File: src/rtl/logic_arb_pkg.sv
// Shared opcode encodings, operand width default and op type for the logic-unit arbiter.
package logic_arb_pkg;

  localparam int WIDTH_DEF = 32;

  typedef logic [1:0] op_t;

  localparam op_t OP_AND = 2'b00;
  localparam op_t OP_OR  = 2'b01;
  localparam op_t OP_XOR = 2'b10;
  localparam op_t OP_NOR = 2'b11;

endpackage

File: src/rtl/logic_unit_core.sv
// Combinational four-op bitwise unit (AND/OR/XOR/NOR); zero latency, no flow control.
module logic_unit_core
  import logic_arb_pkg::*;
#(
  parameter int WIDTH = WIDTH_DEF
) (
  input  op_t              op,
  input  logic [WIDTH-1:0] a,
  input  logic [WIDTH-1:0] b,
  output logic [WIDTH-1:0] y
);

  always_comb begin
    y = '0;
    case (op)
      OP_AND:  y = a & b;
      OP_OR:   y = a | b;
      OP_XOR:  y = a ^ b;
      OP_NOR:  y = ~(a | b);
      default: y = '0;
    endcase
  end

endmodule

File: src/rtl/logic_unit_arbiter.sv
// Round-robin share of one logic unit between two requesters; result registered (1 cycle),
// single-entry output buffer stalls both requesters when full and not draining. Option: LOGIC_ARB_STATS_EN.
module logic_unit_arbiter
  import logic_arb_pkg::*;
#(
  parameter int WIDTH = WIDTH_DEF
`ifdef LOGIC_ARB_STATS_EN
  ,
  parameter int CNT_W = 16
`endif
) (
  input  logic             clk,
  input  logic             reset,
  input  logic             req0_valid,
  input  op_t              req0_op,
  input  logic [WIDTH-1:0] req0_a,
  input  logic [WIDTH-1:0] req0_b,
  output logic             req0_ready,
  input  logic             req1_valid,
  input  op_t              req1_op,
  input  logic [WIDTH-1:0] req1_a,
  input  logic [WIDTH-1:0] req1_b,
  output logic             req1_ready,
  output logic             rsp_valid,
  output logic             rsp_id,
  output logic [WIDTH-1:0] rsp_data,
  input  logic             rsp_ready
`ifdef LOGIC_ARB_STATS_EN
  ,
  input  logic             stats_clr,
  output logic [CNT_W-1:0] gnt0_cnt,
  output logic [CNT_W-1:0] gnt1_cnt
`endif
);

  logic             r_rsp_valid;
  logic             r_rsp_id;
  logic [WIDTH-1:0] r_rsp_data;
  logic             r_prio;

  logic             w_can_accept;
  logic             w_gnt0;
  logic             w_gnt1;
  op_t              w_op;
  logic [WIDTH-1:0] w_a;
  logic [WIDTH-1:0] w_b;
  logic [WIDTH-1:0] w_y;

  // Buffer can take a new result if empty or being drained this cycle.
  assign w_can_accept = !r_rsp_valid || rsp_ready;
  assign w_gnt0 = w_can_accept && req0_valid && (!req1_valid || !r_prio);
  assign w_gnt1 = w_can_accept && req1_valid && (!req0_valid ||  r_prio);

  assign w_op = w_gnt1 ? req1_op : req0_op;
  assign w_a  = w_gnt1 ? req1_a  : req0_a;
  assign w_b  = w_gnt1 ? req1_b  : req0_b;

  logic_unit_core #(.WIDTH(WIDTH)) u_core (
    .op (w_op),
    .a  (w_a),
    .b  (w_b),
    .y  (w_y)
  );

  always_ff @(posedge clk or posedge reset) begin
    if (reset) begin
      r_rsp_valid <= 1'b0;
      r_rsp_id    <= 1'b0;
      r_rsp_data  <= '0;
      r_prio      <= 1'b0;
    end else if (w_gnt0 || w_gnt1) begin
      r_rsp_valid <= 1'b1;
      r_rsp_id    <= w_gnt1;
      r_rsp_data  <= w_y;
      r_prio      <= w_gnt0;
    end else if (rsp_ready) begin
      r_rsp_valid <= 1'b0;
    end
  end

  assign req0_ready = w_gnt0;
  assign req1_ready = w_gnt1;
  assign rsp_valid  = r_rsp_valid;
  assign rsp_id     = r_rsp_id;
  assign rsp_data   = r_rsp_data;

`ifdef LOGIC_ARB_STATS_EN
  logic [CNT_W-1:0] r_gnt0_cnt;
  logic [CNT_W-1:0] r_gnt1_cnt;

  // Saturating grant counters; clear wins over a same-cycle increment.
  always_ff @(posedge clk or posedge reset) begin
    if (reset) begin
      r_gnt0_cnt <= '0;
      r_gnt1_cnt <= '0;
    end else if (stats_clr) begin
      r_gnt0_cnt <= '0;
      r_gnt1_cnt <= '0;
    end else begin
      if (w_gnt0 && (r_gnt0_cnt != '1)) r_gnt0_cnt <= r_gnt0_cnt + 1'b1;
      if (w_gnt1 && (r_gnt1_cnt != '1)) r_gnt1_cnt <= r_gnt1_cnt + 1'b1;
    end
  end

  assign gnt0_cnt = r_gnt0_cnt;
  assign gnt1_cnt = r_gnt1_cnt;
`endif

endmodule

File: config.mk
export PLATFORM = sky130hd
export DESIGN_NAME = logic_unit_arbiter
export DESIGN_NICKNAME = d
export VERILOG_FILES = /design/src/rtl/logic_arb_pkg.sv /design/src/rtl/logic_unit_core.sv /design/src/rtl/logic_unit_arbiter.sv
export SDC_FILE = /design/constraint.sdc
export NUM_CORES = 1
export LEC_CHECK = 0
export CAP_MARGIN = 25
export CORE_MARGIN = 2
export CORE_UTILIZATION = 41
export CTS_CLUSTER_DIAMETER = 30
export DETAILED_ROUTE_END_ITERATION = 7
export PLACE_DENSITY = 0.78
export SYNTH_ARGS = -nofsm -noshare
export SYNTH_HDL_FRONTEND = slang
export SYNTH_SLANG_ARGS = --single-unit
File: constraint.sdc
create_clock -name clk -period 2.11 [get_ports clk]
set_input_delay 0.422 -clock clk [delete_from_list [all_inputs] [get_ports clk]]
set_output_delay 0.422 -clock clk [all_outputs]
set_load 0.05 [all_outputs]
* Yosys cells after proc, flatten, opt, wreduce, memory -nomap -nowiden
Index checks and enable logic that the tools add are counted.
** Cells by class
- Reductions and logical operators :: 14
- Equal/unequal tests :: 3
- Bitwise operators :: 4
- Multiplexer cells :: 6
** Operators with widths (count)
- 32-bit one-hot mux with 4 select lines :: 1
- 32-bit two-way mux :: 2
- 32-bit AND :: 1
- 32-bit inverter :: 1
- 32-bit OR :: 1
- 32-bit XOR :: 1
- 2-bit equality test (second input constant) :: 2
- 1-bit logical AND :: 4
- 1-bit zero test :: 4
- 1-bit logical OR :: 4
- 2-bit by 1-bit equality test with 1-bit output (second input constant) :: 1
- 2-bit zero test :: 1
- 1-bit two-way mux :: 2
- 2-bit two-way mux :: 1
- 2-bit nonzero test :: 1
** Word-level totals
- Register bits after elaboration :: 35
- Output and inout bits :: 36
- Input port bits :: 137

* Longest topological paths before layout
- Word-level depth :: 8
- Gate-level depth with buffers :: 12
- Mapped depth without buffers :: 10

* Cells and area by module
From an unflattened synthesis, not the netlist that was laid out.
** Unflattened totals
- Cells, all modules :: 391
- Area total of the unflattened synthesis :: 4252.8 sq um
** By module, submodules not included
- logic_unit_arbiter :: sequential area each 875.8 sq um, times used 1, area an instance 2147.1 sq um, cells each 156
- logic_unit_core :: sequential area each 0.0 sq um, times used 1, area an instance 2105.8 sq um, cells each 235

* Worst setup path after synthesis
OpenSTA, ideal clock, no wires.
- Path kind :: register to register
- Start point :: reg r_rsp_valid (netlist: rsp_valid)
- End point :: reg r_rsp_data[19] (netlist: rsp_data[19])
- Setup slack :: -0.677 ns
- Stages on the path, launching flop included :: 12
- Data arrival time :: 2.666 ns
- Required time :: 1.989 ns
- Cells stage by stage :: dfrtp_1 -> nand2b_1 -> buf_6 -> nand3_4 -> inv_2 -> buf_1 -> nand2_1 -> nand2_1 -> ha_1 -> nand3b_1 -> a31o_2 -> o22a_1
** On the way
- Longest elaborated chain between the ends :: 8
- Elaborated cells on any way between the ends :: 19
** RTL lines
- start, declared :: RTL line logic_unit_arbiter.sv:36 : logic r_rsp_valid;
- start signal, assigned :: RTL line logic_unit_arbiter.sv:67 : r_rsp_valid <= 1'b0;
- start signal, assigned :: RTL line logic_unit_arbiter.sv:72 : r_rsp_valid <= 1'b1;
- start signal, assigned :: RTL line logic_unit_arbiter.sv:77 : r_rsp_valid <= 1'b0;
- 1-bit zero test (*) :: RTL line logic_unit_arbiter.sv:50 : assign w_can_accept = !r_rsp_valid || rsp_ready;
- 1-bit logical OR (*) :: RTL line logic_unit_arbiter.sv:50
- 1-bit logical AND (*) (2 in a row) :: RTL line logic_unit_arbiter.sv:52 : assign w_gnt1 = w_can_accept && req1_valid && (!req0_valid || r_prio);
- via req1_ready :: RTL line logic_unit_arbiter.sv:23 : output logic req1_ready,
- 32-bit two-way mux (on tied branches) :: RTL line logic_unit_arbiter.sv:55, logic_unit_arbiter.sv:56
- 32-bit OR :: RTL line logic_unit_core.sv:17, logic_unit_core.sv:19
- 32-bit inverter :: RTL line logic_unit_core.sv:19 : OP_NOR: y = ~(a | b);
- 32-bit one-hot mux with 4 select lines :: RTL line logic_unit_core.sv:15 : case (op)
- end signal, assigned :: RTL line logic_unit_arbiter.sv:74 : r_rsp_data <= w_y;
- end, declared :: RTL line logic_unit_arbiter.sv:38 : logic [WIDTH-1:0] r_rsp_data;
The timed path passes the listed nets; every way through them passes the cells marked *.
A chain may end at the register's enable or synchronous reset.

* Worst setup path in the final report
- Start point :: reg r_prio
- End point :: reg r_rsp_data[26] (netlist: rsp_data[26])
** On the way
- Longest elaborated chain between the ends :: 6
- Elaborated cells on any way between the ends :: 18
** RTL lines
- start, declared :: RTL line logic_unit_arbiter.sv:39 : logic r_prio;
- start signal, assigned :: RTL line logic_unit_arbiter.sv:75 : r_prio <= w_gnt0;
- 1-bit logical OR :: RTL line logic_unit_arbiter.sv:52
- 1-bit logical AND :: RTL line logic_unit_arbiter.sv:52
- 32-bit two-way mux (on tied branches) :: RTL line logic_unit_arbiter.sv:55, logic_unit_arbiter.sv:56
- 32-bit OR :: RTL line logic_unit_core.sv:17, logic_unit_core.sv:19
- 32-bit inverter :: RTL line logic_unit_core.sv:19
- 32-bit one-hot mux with 4 select lines :: RTL line logic_unit_core.sv:15
Parallel ways exist; a longest one is shown, timed or not.

==> flow_summary_export.csv <==
group,metric,value,unit
cts,numCtsBuffers,5,
die,row_count,38,
cts,clockBufferDepth,2,
die,die_y,110,µm
routing,wirelength,14400,µm
cells_and_area,fin_area,0.00731,mm²
sta,fin_crit,2050,ps
die,chipWidth,110,µm
setup_path,cp.required,2290,ps
place,place_congestion,0.765,
synthesis,synth.most_common_cell,"nand2_1",
sta,fmax,489,MHz
worst_hold_path,hold_path.class,"in2async",
die,dieArea,0.0120,mm²
synthesis,yosys-top-cells-count,"nand2_1, inv_1, ha_1",
synthesis,synth_cell_types,33,
global_route,grt_max_degree,32,
global_route,grt.total_usage,0.238,
cts,hold_buffers,0,
cells_and_area,syn2layout_area_growth,60.1,%
place,post-dp-hpwl,10900,µm
setup_path,crit_path_start,"r_prio",
routing,drtPass1Iterations,4,
global_route,grt_pass1_vias,5042,
sta,skew,7.35,ps
cts,cts_root_buf,"clkbuf_8",
die,initial_core_util,0.421,
routing,drc,0,
power,p_leak,3.40,nW
sta,relSlewSlack,0.627,
synthesis,synth_ff_type,"dfrtp_1",
place,place_inst,885,
setup_path,critPathKind,"reg2reg",
routing,first_iter_violations,153,
synthesis,avgSynthCellArea,8.30,µm²
cells_and_area,antennaDiodeCount,0,
power,cellPowerDensity,563,mW/mm²
sta,hold_viol_final,0,
power,irDropWorstVdd,0.000424,V
die,ios,173,
sta,whs,443,ps
cells_and_area,layout.nets,961,
cts,tritoncts,"yes",
routing,vias_per_cell,5.27,
synthesis,syn_nets,751,
sta,post-route-period-util,0.970,
flow_run,drv_cap,0,
cells_and_area,fill_cells,858,
setup_path,crit_fanout,11,
routing,vias,4741,
synthesis,netlist_area,0.00456,mm²
global_route,gr-total-overflow,0,
setup_path,r2r_cells,10,
synthesis,synth_top_area_share,0.192,
cts,cts.sinks,35,
cts,clk_pin_slew,80,ps
global_route,antenna_found_initial,0,
power,finalPower,0.00411,W
sta,setup_viol,0,
sta,tightest_slew,558,ps
synthesis,yosysSeqAreaShare,0.192,
synthesis,synthTopCellsByArea,"dfrtp_1, ha_1, a21oi_2, o221ai_2, nand2_1",
synthesis,async_flop_share,1.00,
routing,ant_nets,0,
place,place.port_buffers,172,
synthesis,synth_seq_cells,35,
synthesis,synth_largest_area_cell,"dfrtp_1",
sta,drv_slew,0,
setup_path,arrival,2220,ps
cells_and_area,layoutNonFillerInstCount,900,
cts,clkLatencyLatePin,290,ps
synthesis,synth_edf_count,0,
place,post_dp_cell_area,0.00694,mm²
routing,wl_per_cell,16.0,µm
setup_path,r2r-start,"r_prio",
die,coreArea,0.0108,mm²
synthesis,synth_warnings,0,
cells_and_area,drive_gt1_frac,0.263,
status,status,"completed",
setup_path,crit_path_end_kind,"flop",
synthesis,synthCells,550,
setup_path,startpoint_type,"flop",
sta,tns,0,ps
global_route,grt_pass1_wl,22700,µm
cts,htreeDepth,2,
## cell usage in the layout, fill, tap and decap left out, types with 12 or more instances in the layout
cell type,count
nand2_1,101
a21oi_2,60
mux2i_1,16
clkdlybuf4s50_1,167
nor2_1,33
nand3b_1,32
mux2i_2,12
ha_1,64
buf_12,19
inv_1,66
a21oi_1,35
o221ai_2,31
dfrtp_1,34
buf_4,48
## worst paths after layout
path | to | slack (ps)
setup / recovery | rsp_data[26] | 60
hold / removal | rsp_data[5] | 440
setup reg to reg | rsp_data[26] | 60
hold reg to reg | r_prio | 510
max in group asynchronous | rsp_valid | 1190
min in group clk | r_prio | 510
## per-layer routing
layer | track usage | routed length, µm
met1 | 0.266 | 5680
met2 | 0.450 | 7640
met3 | 0.0314 | 730
met4 | 0.0940 | 355
met5 | 0 | 0
## critical path, stage by stage, from the launching register on
cell and delay (ps):
dfrtp_1 400, nand2b_4 160, nand3_4 100, buf_6 150, buf_12 160, mux2i_2 250, inv_1 60, ha_1 270
nand3b_1 200, o221ai_2 90, a21oi_2 70
## state kept, by name, indices dropped and copies added (netlist names)
name       flops
r_prio         1
rsp_valid      1
rsp_data      32
rsp_id         1
## timing repair
item                                    in CTS  in global routing
cloned                                       3                  0
buffers inserted                             4                  1
endpoints found under the setup margin      34                 32
pin swaps                                    4                  0
resized for setup                           25                  9
hold endpoints to repair                     0                  0
## metrics by stage
step	utilization	worst slack (ps)
after floorplan	-	-21.8
after global placement	0.641	-436
after detailed placement	0.641	-487
after CTS	0.670	4.06
after global routing	0.674	-44.5
final	0.674	63.3
## cell type report
class	count	area [µm²]	area share
Multi-Input combinational cell	406	3330	0.455
Tap cell	140	175	0.0240
Inverter	68	258	0.0353
Sequential cell	35	877	0.120
Clock buffer	6	82.6	0.0113
Timing Repair Buffer	244	2580	0.353
Clock inverter	1	5.00	0.000685
## report_power, final
group	internal, W	switching, W	total, W
Clock	0.000257	0.000264	0.000520
Sequential	0.000817	0.0000930	0.000910
Combinational	0.00122	0.00146	0.00268
Total	0.00229	0.00182	0.00411
## kinds of logic after synthesis
family / synth area share
multiplexers: 0.0735
adder cells (fa/ha/maj): 0.175
AO/OA/AOI/OAI: 0.275
AND/OR/NAND/NOR: 0.175
flip-flops: 0.192
buffers and inverters: 0.109
No activity file was read; power rests on OpenSTA's default activity.
